[src/rtl/mem_arbiter_pkg.sv]
// rtl/mem_arbiter_pkg.sv - shared FSM encodings and port indices for the memory arbiter
package mem_arbiter_pkg;

  typedef enum logic [1:0] {
    IDLE   = 2'd0,
    ACCESS = 2'd1,
    WAIT   = 2'd2,
    RESP   = 2'd3
  } state_t;

  localparam logic PORT0 = 1'b0;
  localparam logic PORT1 = 1'b1;

endpackage

[src/rtl/mem_arbiter_rr_arb2.sv]
// rtl/mem_arbiter_rr_arb2.sv - combinational 2-way round-robin picker
module rr_arb2 (
  input  logic [1:0] valid,
  input  logic       pointer,
  output logic [1:0] grant
);

  // The pointer port wins when it asks; otherwise the other port takes the slot.
  always_comb begin
    grant = 2'b00;
    if (valid[pointer])
      grant[pointer] = 1'b1;
    else if (valid[~pointer])
      grant[~pointer] = 1'b1;
  end

endmodule

[src/rtl/mem_arbiter.sv]
// rtl/mem_arbiter.sv - two-port round-robin front end for a single-port word memory
module mem_arbiter
  import mem_arbiter_pkg::*;
#(
  parameter int AW     = 32,
  parameter int DW     = 32,
  parameter int RD_LAT = 1
) (
  input  logic          clk,
  input  logic          rst,
  input  logic          req0_valid,
  output logic          req0_ready,
  input  logic          req0_we,
  input  logic [AW-1:0] req0_addr,
  input  logic [DW-1:0] req0_wdata,
  output logic          rsp0_valid,
  output logic [DW-1:0] rsp0_rdata,
  input  logic          req1_valid,
  output logic          req1_ready,
  input  logic          req1_we,
  input  logic [AW-1:0] req1_addr,
  input  logic [DW-1:0] req1_wdata,
  output logic          rsp1_valid,
  output logic [DW-1:0] rsp1_rdata,
  output logic          mem_wr_en,
  output logic [AW-1:0] mem_addr,
  output logic [DW-1:0] mem_data_in,
  input  logic [DW-1:0] mem_data_out
);

  localparam logic [1:0] LAT = 2'(RD_LAT);

  state_t        state, next;
  logic          pointer;
  logic          port_q;
  logic          we_q;
  logic [AW-1:0] addr_q;
  logic [DW-1:0] wdata_q;
  logic [1:0]    count;
  logic [DW-1:0] rdata0_q, rdata1_q;
  logic [1:0]    grant;
  logic          cap_en;
  logic [DW-1:0] cap_data;

  rr_arb2 u_pick (
    .valid   ({req1_valid, req0_valid}),
    .pointer (pointer),
    .grant   (grant)
  );

  always_ff @(posedge clk or posedge rst) begin
    if (rst) state <= IDLE;
    else     state <= next;
  end

  always_comb begin
    next       = state;
    req0_ready = 1'b0;
    req1_ready = 1'b0;
    rsp0_valid = 1'b0;
    rsp1_valid = 1'b0;
    mem_wr_en  = 1'b0;
    case (state)
      IDLE: begin
        req0_ready = !rst && grant[0];
        req1_ready = !rst && grant[1];
        if (grant != 2'b00) next = ACCESS;
      end
      ACCESS: begin
        mem_wr_en = we_q;
        if (we_q || RD_LAT == 0) next = RESP;
        else                     next = WAIT;
      end
      WAIT: begin
        if (count == 2'd1) next = RESP;
      end
      RESP: begin
        rsp0_valid = (port_q == PORT0);
        rsp1_valid = (port_q == PORT1);
        next       = IDLE;
      end
      default: next = IDLE;
    endcase
  end

  // Writes report zero data; reads capture on the edge where mem_data_out is valid.
  assign cap_en   = (state == ACCESS && (we_q || RD_LAT == 0)) || (state == WAIT && count == 2'd1);
  assign cap_data = we_q ? '0 : mem_data_out;

  always_ff @(posedge clk or posedge rst) begin
    if (rst) begin
      pointer  <= PORT0;
      port_q   <= PORT0;
      we_q     <= 1'b0;
      addr_q   <= '0;
      wdata_q  <= '0;
      count    <= '0;
      rdata0_q <= '0;
      rdata1_q <= '0;
    end else begin
      if (state == IDLE && grant != 2'b00) begin
        port_q  <= grant[1];
        we_q    <= grant[1] ? req1_we    : req0_we;
        addr_q  <= grant[1] ? req1_addr  : req0_addr;
        wdata_q <= grant[1] ? req1_wdata : req0_wdata;
      end
      if (state == ACCESS && !we_q) count <= LAT;
      else if (state == WAIT)       count <= count - 2'd1;
      if (cap_en) begin
        if (port_q == PORT1) rdata1_q <= cap_data;
        else                 rdata0_q <= cap_data;
      end
      if (state == RESP) pointer <= ~port_q;
    end
  end

  assign mem_addr    = addr_q & ~AW'(3);
  assign mem_data_in = wdata_q;
  assign rsp0_rdata  = rdata0_q;
  assign rsp1_rdata  = rdata1_q;

endmodule

[config.mk]
export PLATFORM = sky130hd
export DESIGN_NAME = mem_arbiter
export DESIGN_NICKNAME = d
export VERILOG_FILES = /design/src/rtl/mem_arbiter_pkg.sv /design/src/rtl/mem_arbiter_rr_arb2.sv /design/src/rtl/mem_arbiter.sv
export SDC_FILE = /design/constraint.sdc
export NUM_CORES = 1
export LEC_CHECK = 0
export BUFFER_PORTS_ARGS = -buffer_cell sky130_fd_sc_hd__buf_2
export CAP_MARGIN = 30
export CORE_MARGIN = 4
export CORE_UTILIZATION = 50
export DETAILED_ROUTE_END_ITERATION = 8
export PLACE_DENSITY = 0.86
export SYNTH_ARGS = -nofsm -noshare
export SYNTH_HDL_FRONTEND = slang
export SYNTH_HIERARCHICAL = 1
export SYNTH_SLANG_ARGS = --single-unit
[constraint.sdc]
create_clock -name clk -period 10.15 [get_ports clk]
set_input_delay 0.5075 -clock clk [delete_from_list [all_inputs] [get_ports clk]]
set_output_delay 0.5075 -clock clk [all_outputs]
set_load 0.05 [all_outputs]
### Word-level counts from Yosys, hierarchy flattened

Cells that the tools add are included.

* $lt $le $gt $ge: 4
* multiply operators: 0
* eq/ne operators: 6
* bitwise logic cells: 2
* $add $sub $neg: 1
* reductions and logical operators: 17
* muxes and demuxes: 25
* shifts and indexed selects: 0
* div/mod/pow operators: 0

Operators by type and width (number)
* $mux 32: 3
* $mux 1: 13
* $mux 2: 6
* $logic_and 1x1->1: 8
* $pmux 2 s4: 1
* $reduce_and 2->1: 3
* $eq 2x1->1 const B: 2
* $eq 2x2->1 const B: 2
* $lt 1x2->1 const B: 2
* $reduce_bool 2->1: 2
* $demux 1 s1: 2
* $ge 1x1->1 const B: 2
* $logic_not 1->1: 2
* $logic_not 2->1: 1
* $ne 2x1->1 const B: 1
* $ne 2x2->1 const B: 1
* $not 1->1: 2
* $sub 2x1->2 const B: 1
* $logic_or 1x1->1: 1

* bits of input ports: 166
* memories kept: 0
* register bits: 135
* output and inout port bits: 133
* logic and storage cells: 64
* bits in read-only memories: 0
* latch bits: 0
* memory bits (writable): 0

### Longest topological paths before layout

Gate-level depths: netlist of run 1.

* word-level depth: 10
* mapped depth: 8
* depth with buffers taken out: 5

### By module

The synthesis of run 1 kept the hierarchy.

By module, submodules not included
* mem_arbiter: seq. area each 3328.2 um^2, times used 1, area an instance 6038.3 um^2, cells each 488
* rr_arb2: seq. area each 0.0 um^2, times used 1, area an instance 18.8 um^2, cells each 3

### Least setup slack after synthesis of run 1

OpenSTA, ideal clock, no wires.

* kind: input to output
* from: input rst
* to: output req0_ready
* data required time: 9.643 ns
* arrival: 4.024 ns
* path buffers: 0
* stages on the path: 2
* setup slack: 5.619 ns
* path through: inv_1 > and3_1

* cells in the longest elaborated chain, start to end: 3

Ends and longest elaborated chain
* from (decl): RTL line mem_arbiter.sv:10 `input logic rst,`
* $logic_not 1->1 (no source line)
* $logic_and 1x1->1: RTL line mem_arbiter.sv:65 `req0_ready = !rst && grant[0];`
* $mux 1: RTL line mem_arbiter.sv:63 `case (state)`
* to (decl): RTL line mem_arbiter.sv:12 `output logic req0_ready,`

Every way passes these cells.

### Worst setup path in the final report of run 1

Ends and elaborated chain as after synthesis.

==> results of run 1 <==
sequential cells by signal, summed over array words and instances, names as in the netlist:
signal       flops
mem_data_in     32
rsp0_rdata      32
rsp1_rdata      32
addr_q          30
count            2
state            2
pointer          1
port_q           1
we_q             1
synth_stat cells (2+ instances only):
cell        n  area share (%)
a22o_1      2            0.29
mux2_4     30             7.4
a21oi_1     2            0.17
clkbuf_1   11            0.68
and2_1      2            0.21
buf_4       7            0.87
inv_1       7            0.43
and2b_1     5            0.62
dfrtp_1   133              55
nand2_1    65             4.0
buf_2      11            0.91
a21o_1      2            0.25
nor2b_1    28             2.9
a21boi_1    2            0.25
nor2_1      3            0.19
o21ai_0    63             5.2
buf_12      3            0.99
mux2i_1    64              11
mux2_2     35             6.5
ha_1        6             1.2
and3_1      2            0.21
tightest hold or removal path, delay by kind of cell:
kind	cells	cell delay [ps]
buffers and inverters	1	80
AO/OA/AOI/OAI	1	120
multiplexers	1	50
power by group:
| group | total (W) | switching [W] | internal, W |
|---|---|---|---|
| combinational | 0.00185 | 0.00132 | 0.000531 |
| clock | 0.000632 | 0.000227 | 0.000406 |
| sequential | 0.000936 | 0.000146 | 0.000790 |
worst max path at each step:
stage	start	cells past startpoint	endpoint	slack (ps)
finish	rst	6	req0_ready	7560
global route	rst	6	req0_ready	7420
CTS	pointer	5	req1_ready	7190
detailed placement	req0_valid	5	req1_ready	7400
global placement	req0_valid	5	req1_ready	7470
floorplan	rst	2	req0_ready	5620
cells by family after synthesis:
kind of cell    Yosys count
flops                   133
mux                     129
simple gates            107
compound gates           74
buf+inv                  40
fa+ha+maj                 6
other cells               1
xor+xnor                  1
per-layer routing:
metal	vias up	GRT usage, %	routed length (um)
met5	-	0	0
met4	0	9.01	322
met3	21	8.60	1390
met2	207	41.2	8650
met1	2294	25.4	5830
li1	2261	-	-
final cells by class:
class                           count  share of cell area, %
Timing Repair Buffer              302                   19.4
Multi-Input combinational cell    319                   30.3
Clock buffer                       20                   5.65
Clock inverter                     12                   1.82
Tap cell                          143                   2.17
Sequential cell                   133                   40.3
Antenna cell                        1                 0.0303
Inverter                            7                  0.348
through the flow:
stage | hold slack, ps | total power, W
6_report | 382 | 0.00341
5_1_grt | 377 | 0.00359
4_1_cts | 343 | 0.00344
3_5_place_dp | 465 | 0.00279
3_3_place_gp | 458 | 0.00272
2_1_floorplan | 476 | 0.00236
==> results.py, run 1 <==
metrics = {
    "status": {
        "outcome": "finished clean",
    },
    "final_layout": {
        "ff_latch_area_um2": 3330,
        "layout_common_cells": "buf_2, dfrtp_1, nand2_1",
        "multi_input_area_um2": 2500,
        "fillers": 817,
        "area_growth_pct": 36.4,
        "final_area_um2": 8260,
        "utilization_pct": 71.1,
        "fin_cells": 937,
        "layout.nets": 952,
        "final_common_cell": "buf_2",
        "drive_above_1_share_pct": 50.7,
    },
    "synth": {
        "yosys_register_bits": 133,
        "syn_inst": 491,
        "synth-simple-area-share_pct": 8.45,
        "synthAdderAreaFrac_pct": 1.24,
        "ys.flop_type": "dfrtp_1",
        "synth_warnings": 6,
        "syn_area_um2": 6060,
        "synth.distinct_cells": 29,
        "yosysSeqAreaShare_pct": 54.9,
        "synth_compound_area_share_pct": 6.57,
        "muxShareOfSynthArea_pct": 24.5,
        "synth_top_family_by_area": "multiplexers",
        "syn_area_per_cell_um2": 12.3,
        "synthXorXnorAreaFrac_pct": 0.145,
        "synth-edff-count": 0,
        "async_flop_share_pct": 100,
    },
    "sta": {
        "fin_setup_tns_ps": 0,
        "max_freq_mhz": 386,
        "slew_violations": 0,
        "finClkSkew_ps": 6.40,
        "slew_headroom_pct": 52.9,
        "fin_crit_sh_pct": 25.6,
        "fin_crit_ps": 2590,
        "worstMarginPinSlew_ps": 706,
        "setup_viol": 0,
        "hold_viol_final": 0,
        "rsz0062_at_grt": "no",
        "setup_ws_ps": 7560,
    },
    "cts": {
        "cts_resized": 0,
        "h-tree-depth": 4,
        "insertion_delay_ps": 410,
        "cts_buffer_depth": 2,
        "cts_root_buf": "clkbuf_16",
        "cts_setup_buffers": 0,
        "tritoncts": "done",
        "cts_buffers": 17,
        "hold_buffers": 0,
        "cts_sinks": 133,
        "cts.clk_slew.worst_paths_ps": 60,
    },
    "place": {
        "io_buffer_count": 292,
        "placed_area_um2": 7570,
        "place_inst": 901,
        "dp_hpwl_um": 11800,
        "dpl_worst_slack_ps": 7400,
        "gp_routability_congestion": 0.823,
    },
    "global_routing": {
        "grt_pass1_wl_um": 25800,
        "grt_overflow_total": 0,
        "grt_usage_pct": 23.3,
        "grt_antenna_before_repair": 1,
        "grt_max_degree": 79,
        "grt_pass1_vias": 5080,
    },
    "flow_run": {
        "maxCapViolCount": 0,
    },
    "worst_setup_path": {
        "timing.rr.end": "mem_data_in[31]",
        "critPathMaxStageDelay_ps": 530,
        "reg2reg_depth": 6,
        "critPathTopFamily": "buffers and inverters",
        "slowest_stage": "dlygate4sd3_1",
        "crit_buf_inv": 5,
        "crit_required_ps": 9640,
        "crit_path_start_kind": "input port",
        "crit_path_cell_trace": "dlygate4sd3_1, buf_2, inv_4, buf_16, and3_1, buf_2",
        "rrSetupSlack_ps": 7950,
        "crit_type": "in -> out",
        "crit_fanout": 73,
        "crit_top_cell": "buf_2",
        "end_kind": "primary output",
        "r2r-start": "state[0]",
        "arrival_ps": 2090,
    },
    "route": {
        "wire_per_inst_um": 17.3,
        "ant_nets": 0,
        "vias": 4783,
        "drcViolationCount": 0,
        "first_pass_iters": 6,
        "via_per_inst": 5.10,
        "drtIter0Drc": 322,
        "wirelength_um": 16200,
    },
    "min_path": {
        "holdPathEnd": "addr_q[2]",
        "holdCritPathClass": "in -> reg",
        "hold-path-cell-count": 3,
        "min_from": "req0_addr[2]",
    },
    "power_and_ir_drop": {
        "p_leak_nw": 4.40,
        "max-vdd-ir-drop_mv": 0.237,
        "p_per_area_nw_per_um2": 413,
    },
    "die": {
        "io_pins": 299,
        "row_count": 39,
        "fp.dieH_um": 118,
        "coreArea_um2": 11600,
        "initial_core_util_pct": 52.2,
        "die_area_um2": 13900,
        "dieWidth_um": 118,
    },
}
(Power assumes the default switching activity.)
==> run 2: changes to the inputs <==
CORE_UTILIZATION = 42   (was 50)
PLACE_DENSITY = 0.77   (was 0.86)
clock period = 2.15 ns   (was 10.15 ns; I/O delays follow)
==> run 2 against run 1 <==
- highest routed layer is now met5
- first-iteration DRC count down 27%
- hold slack lost 370 ps
- count of clock-buffer cells in the layout unchanged
- wire length grew 22%
- critical endpoint is now mem_data_in[18]
- largest cell class unchanged
- die area increased by 18%
==> results.py, run 2 (synthesis gave the netlist of run 1 again) <==
metrics = {
    "sta": {
        "worstMarginPinSlew_ps": 803,
        "fin_crit_ps": 2110,
        "fin_hold_ws_ps": 10.1,
        "slew_violations": 0,
        "fin_crit_sh_pct": 98.1,
        "max_freq_mhz": 474,
        "finClkSkew_ps": 8.00,
        "slew_headroom_pct": 46.3,
        "hold_viol_final": 0,
        "setup_viol": 0,
    },
    "cts": {
        "tritoncts": "done",
        "cts_buffers": 17,
        "cts_buffer_depth": 2,
        "h-tree-depth": 4,
        "cts.clk_slew.worst_paths_ps": 60,
        "cts_sinks": 133,
        "cts_root_buf": "clkbuf_16",
        "insertion_delay_ps": 410,
    },
    "flow_run": {
        "maxCapViolCount": 0,
    },
    "final_layout": {
        "ff_latch_area_um2": 3330,
        "final_area_um2": 9450,
        "area_growth_pct": 56.0,
        "fillers": 1014,
        "layout_common_cells": "buf_2, dfrtp_1, dlygate4sd3_1",
        "drive_above_1_share_pct": 46.6,
        "final_common_cell": "buf_2",
        "fin_cells": 1085,
        "layout.nets": 1064,
        "multi_input_area_um2": 2510,
        "utilization_pct": 67.5,
    },
    "global_routing": {
        "grt_usage_pct": 23.1,
        "grt_pass1_wl_um": 29500,
        "grt_max_degree": 132,
        "grt_antenna_before_repair": 2,
        "grt_pass1_vias": 5618,
        "grt_overflow_total": 0,
    },
    "min_path": {
        "min_from": "req1_addr[14]",
        "hold-path-cell-count": 3,
        "holdCritPathClass": "in -> reg",
        "holdPathEnd": "addr_q[14]",
    },
    "route": {
        "via_per_inst": 4.94,
        "wirelength_um": 19700,
        "drcViolationCount": 0,
        "ant_nets": 0,
        "first_pass_iters": 4,
        "drtIter0Drc": 235,
        "wire_per_inst_um": 18.1,
        "vias": 5355,
    },
    "power_and_ir_drop": {
        "p_per_area_nw_per_um2": 1760,
        "max-vdd-ir-drop_mv": 0.928,
        "total_power_w": 0.0166,
        "p_leak_nw": 4.90,
    },
    "die": {
        "coreArea_um2": 14000,
        "initial_core_util_pct": 43.3,
        "die_area_um2": 16400,
        "fp.dieH_um": 128,
        "row_count": 43,
        "io_pins": 299,
        "dieWidth_um": 128,
    },
    "worst_setup_path": {
        "timing.rr.end": "mem_data_in[18]",
        "crit_required_ps": 2400,
        "end_kind": "flip-flop",
        "crit_fanout": 16,
        "crit_path_start_kind": "flip-flop",
        "crit_type": "reg -> reg",
        "rrSetupSlack_ps": 40,
        "reg2reg_depth": 6,
        "r2r-start": "pointer",
        "arrival_ps": 2360,
    },
    "place": {
        "dp_hpwl_um": 11600,
        "gp_routability_congestion": 0.770,
        "io_buffer_count": 292,
        "place_inst": 944,
        "placed_area_um2": 7720,
    },
    "status": {
        "outcome": "finished clean",
    },
}
## run 2: power by group
| group | internal, W | switching, W |
|---|---|---|
| Sequential | 0.00373 | 0.000691 |
| Clock | 0.00186 | 0.00110 |
| Combinational | 0.00284 | 0.00638 |
| Total | 0.00843 | 0.00817 |
## run 2: timing repair
action / CTS / global route
setup endpoints to repair: 1 / 16
resized for setup: 0 / 2
pin swaps: 0 / 1
hold buffers: 94 / 0
endpoints found under the hold margin: 52 / 0
setup buffers: 0 / 12
cloned: 1 / 2
## run 2: how the worst max path moves through the flow
stage                         from               to  slack, ps
final                      pointer  mem_data_in[18]         40
after global routing       pointer  mem_data_in[18]        -30
after CTS                  pointer       addr_q[20]         20
after detailed placement  state[0]    rsp0_rdata[7]        210
after global placement    state[0]   rsp0_rdata[10]        260
after floorplan                rst       req0_ready       -690
## run 2: through the flow
| stage | setup TNS (ps) | setup slack [ps] |
|---|---|---|
| finish | 0 | 40.9 |
| global route | -74.0 | -29.1 |
| CTS | 0 | 20.0 |
| detailed placement | 0 | 211 |
| global placement | 0 | 257 |
| floorplan | -1380 | -690 |
## run 2: layer usage
layer / vias up / part of all wire, % / track usage, %
met1: 2517 / 38 / 26.7
met4: 2 / 4.4 / 12.7
met5: - / 0.061 / 0
li1: 2484 / - / -
met3: 66 / 8.0 / 6.75
met2: 286 / 50 / 38.5
## run 2: final cells by class
| cell class | instances | area share [%] |
|---|---|---|
| antenna | 1 | 0.0265 |
| sequential | 133 | 35.2 |
| inverter | 7 | 0.318 |
| timing repair buffer | 414 | 29.2 |
| multi-input combinational | 319 | 26.6 |
| clock inverter | 11 | 1.59 |
| tap | 180 | 2.38 |
| clock buffer | 20 | 4.73 |
## run 2: worst max-delay path, cell delays in order (launching register included)
cell and delay [ps]:
dfrtp_1 360, inv_1 70, a21boi_4 300, buf_12 220, mux2i_1 280, dlygate4sd3_1 610, o21ai_0 100
==> run 3: changes to the inputs <==
CORE_UTILIZATION = 50   (was 42)
PLACE_DENSITY = 0.86   (was 0.77)
clock period = 2.5 ns   (was 2.15 ns; I/O delays follow)
==> run 3 against run 2 <==
- register-to-register slack better by 350 ps
- critical path depth is 1 lower
- sequential share of layout area grew 3.8 points
- via count down 6.7%
- first-iteration DRC count increased by 33%
- combinational power shrank 18%
- non-clock buffer count down 89
- largest power group unchanged
==> results.py, run 3 (synthesis gave the netlist of run 1 again) <==
metrics = {
    "sta": {
        "rsz0062_at_grt": "no",
        "worstMarginPinSlew_ps": 676,
        "setup_viol": 0,
        "fin_crit_ps": 2100,
        "max_freq_mhz": 475,
        "hold_viol_final": 0,
        "slew_headroom_pct": 54.7,
        "fin_crit_sh_pct": 84.2,
        "slew_violations": 0,
        "finClkSkew_ps": 7.88,
    },
    "cts": {
        "tritoncts": "done",
        "cts_buffers": 17,
        "cts.clk_slew.worst_paths_ps": 60,
        "insertion_delay_ps": 410,
        "cts_sinks": 133,
        "cts_buffer_depth": 2,
        "cts_root_buf": "clkbuf_16",
        "h-tree-depth": 4,
    },
    "worst_setup_path": {
        "crit_type": "reg -> out",
        "end_kind": "primary output",
        "crit_path_start_kind": "flip-flop",
        "r2r-start": "pointer",
        "arrival_ps": 1980,
        "crit_required_ps": 2380,
        "crit_fanout": 66,
        "setup.worst_path.start": "pointer",
    },
    "power_and_ir_drop": {
        "max-vdd-ir-drop_mv": 0.802,
        "total_power_w": 0.0142,
        "p_leak_nw": 4.50,
        "p_per_area_nw_per_um2": 1670,
    },
    "global_routing": {
        "grt_max_degree": 99,
        "grt_antenna_before_repair": 2,
        "grt_pass1_vias": 5623,
        "grt_pass1_wl_um": 28200,
        "grt_usage_pct": 25.4,
        "grt_overflow_total": 0,
    },
    "status": {
        "outcome": "finished clean",
    },
    "die": {
        "fp.dieH_um": 118,
        "die_area_um2": 13900,
        "row_count": 39,
        "coreArea_um2": 11600,
        "io_pins": 299,
        "initial_core_util_pct": 52.2,
        "dieWidth_um": 118,
    },
    "place": {
        "io_buffer_count": 292,
        "dp_hpwl_um": 12200,
        "gp_routability_congestion": 0.869,
    },
    "route": {
        "met3_length_um": 1370,
        "wl_met1_um": 6180,
        "first_pass_iters": 4,
        "drtIter0Drc": 313,
        "drcViolationCount": 0,
        "ant_nets": 0,
        "highest_layer": "met4",
        "via_per_inst": 5.20,
        "wirelength_um": 17500,
        "vias": 4998,
        "wl_met2_um": 9230,
        "wire_per_inst_um": 18.2,
    },
    "final_layout": {
        "drive_above_1_share_pct": 49.3,
        "layout.nets": 975,
        "layout_common_cells": "buf_2, dfrtp_1, nand2_1",
        "area_growth_pct": 40.8,
        "final_common_cell": "buf_2",
        "fillers": 765,
        "utilization_pct": 73.4,
    },
    "flow_run": {
        "maxCapViolCount": 0,
    },
    "min_path": {
        "holdCritPathClass": "in -> reg",
        "min_from": "req1_addr[31]",
    },
}
[run 3: worst paths after layout]
check / to / slack [ps] / depth (start not counted)
setup / recovery: req1_ready / 400 / 5
hold / removal: addr_q[31] / 8 / 3
setup reg to reg: addr_q[3] / 400 / 6
hold reg to reg: mem_data_in[0] / 480 / 2
max in group asynchronous: addr_q[4] / 1370 / 4
min in group asynchronous: rsp0_rdata[23] / 280 / 3
[run 3: critical path: stages (launching register included)]
cell and delay [ps]:
dfrtp_1 360, inv_1 80, a21boi_4 200, buf_12 380, and3_2 260, buf_2 270
[run 3: layout make-up]
class	count	area, um^2	area share [%]
clock buffers	19	443	5.19
clock inverters	13	228	2.67
inverters	7	30.0	0.352
repair buffers	325	1810	21.2
multi-input cells	319	2510	29.4
flip-flops and latches	133	3330	39.0
diodes	2	5.00	0.0587
well taps	143	179	2.10
[run 3: repair_timing]
action,4_1_cts,5_1_grt
gates resized for setup,0,0
hold buffers,25,0
endpoints found under the hold margin,32,0
buffers inserted,0,0
[run 3: power breakdown]
group          switching [W]  leakage [nW]  internal [W]
registers           0.000599          1.65       0.00321
logic                0.00538          2.54       0.00218
clock network       0.000951         0.323       0.00190
total                0.00693          4.50       0.00728
[run 3: per-layer routing]
| layer | vias to the layer above | global-route usage [%] |
|---|---|---|
| met5 | - | 0 |
| met4 | 0 | 12.7 |
| met3 | 55 | 8.36 |
| met2 | 256 | 45.6 |
| met1 | 2378 | 26.4 |
| li1 | 2309 | - |
[run 3: stage by stage]
stage               instance area [um^2]  instances  setup TNS (ps)  worst slack [ps]  hold slack [ps]
floorplan                           6070        492            -750              -375              321
global placement                    7600        902               0               546              128
detailed placement                  7600        902               0               487              132
CTS                                 8520        959               0               332           0.0837
global route                        8530        961               0               243             5.57
finish                              8530        961               0               396             7.90
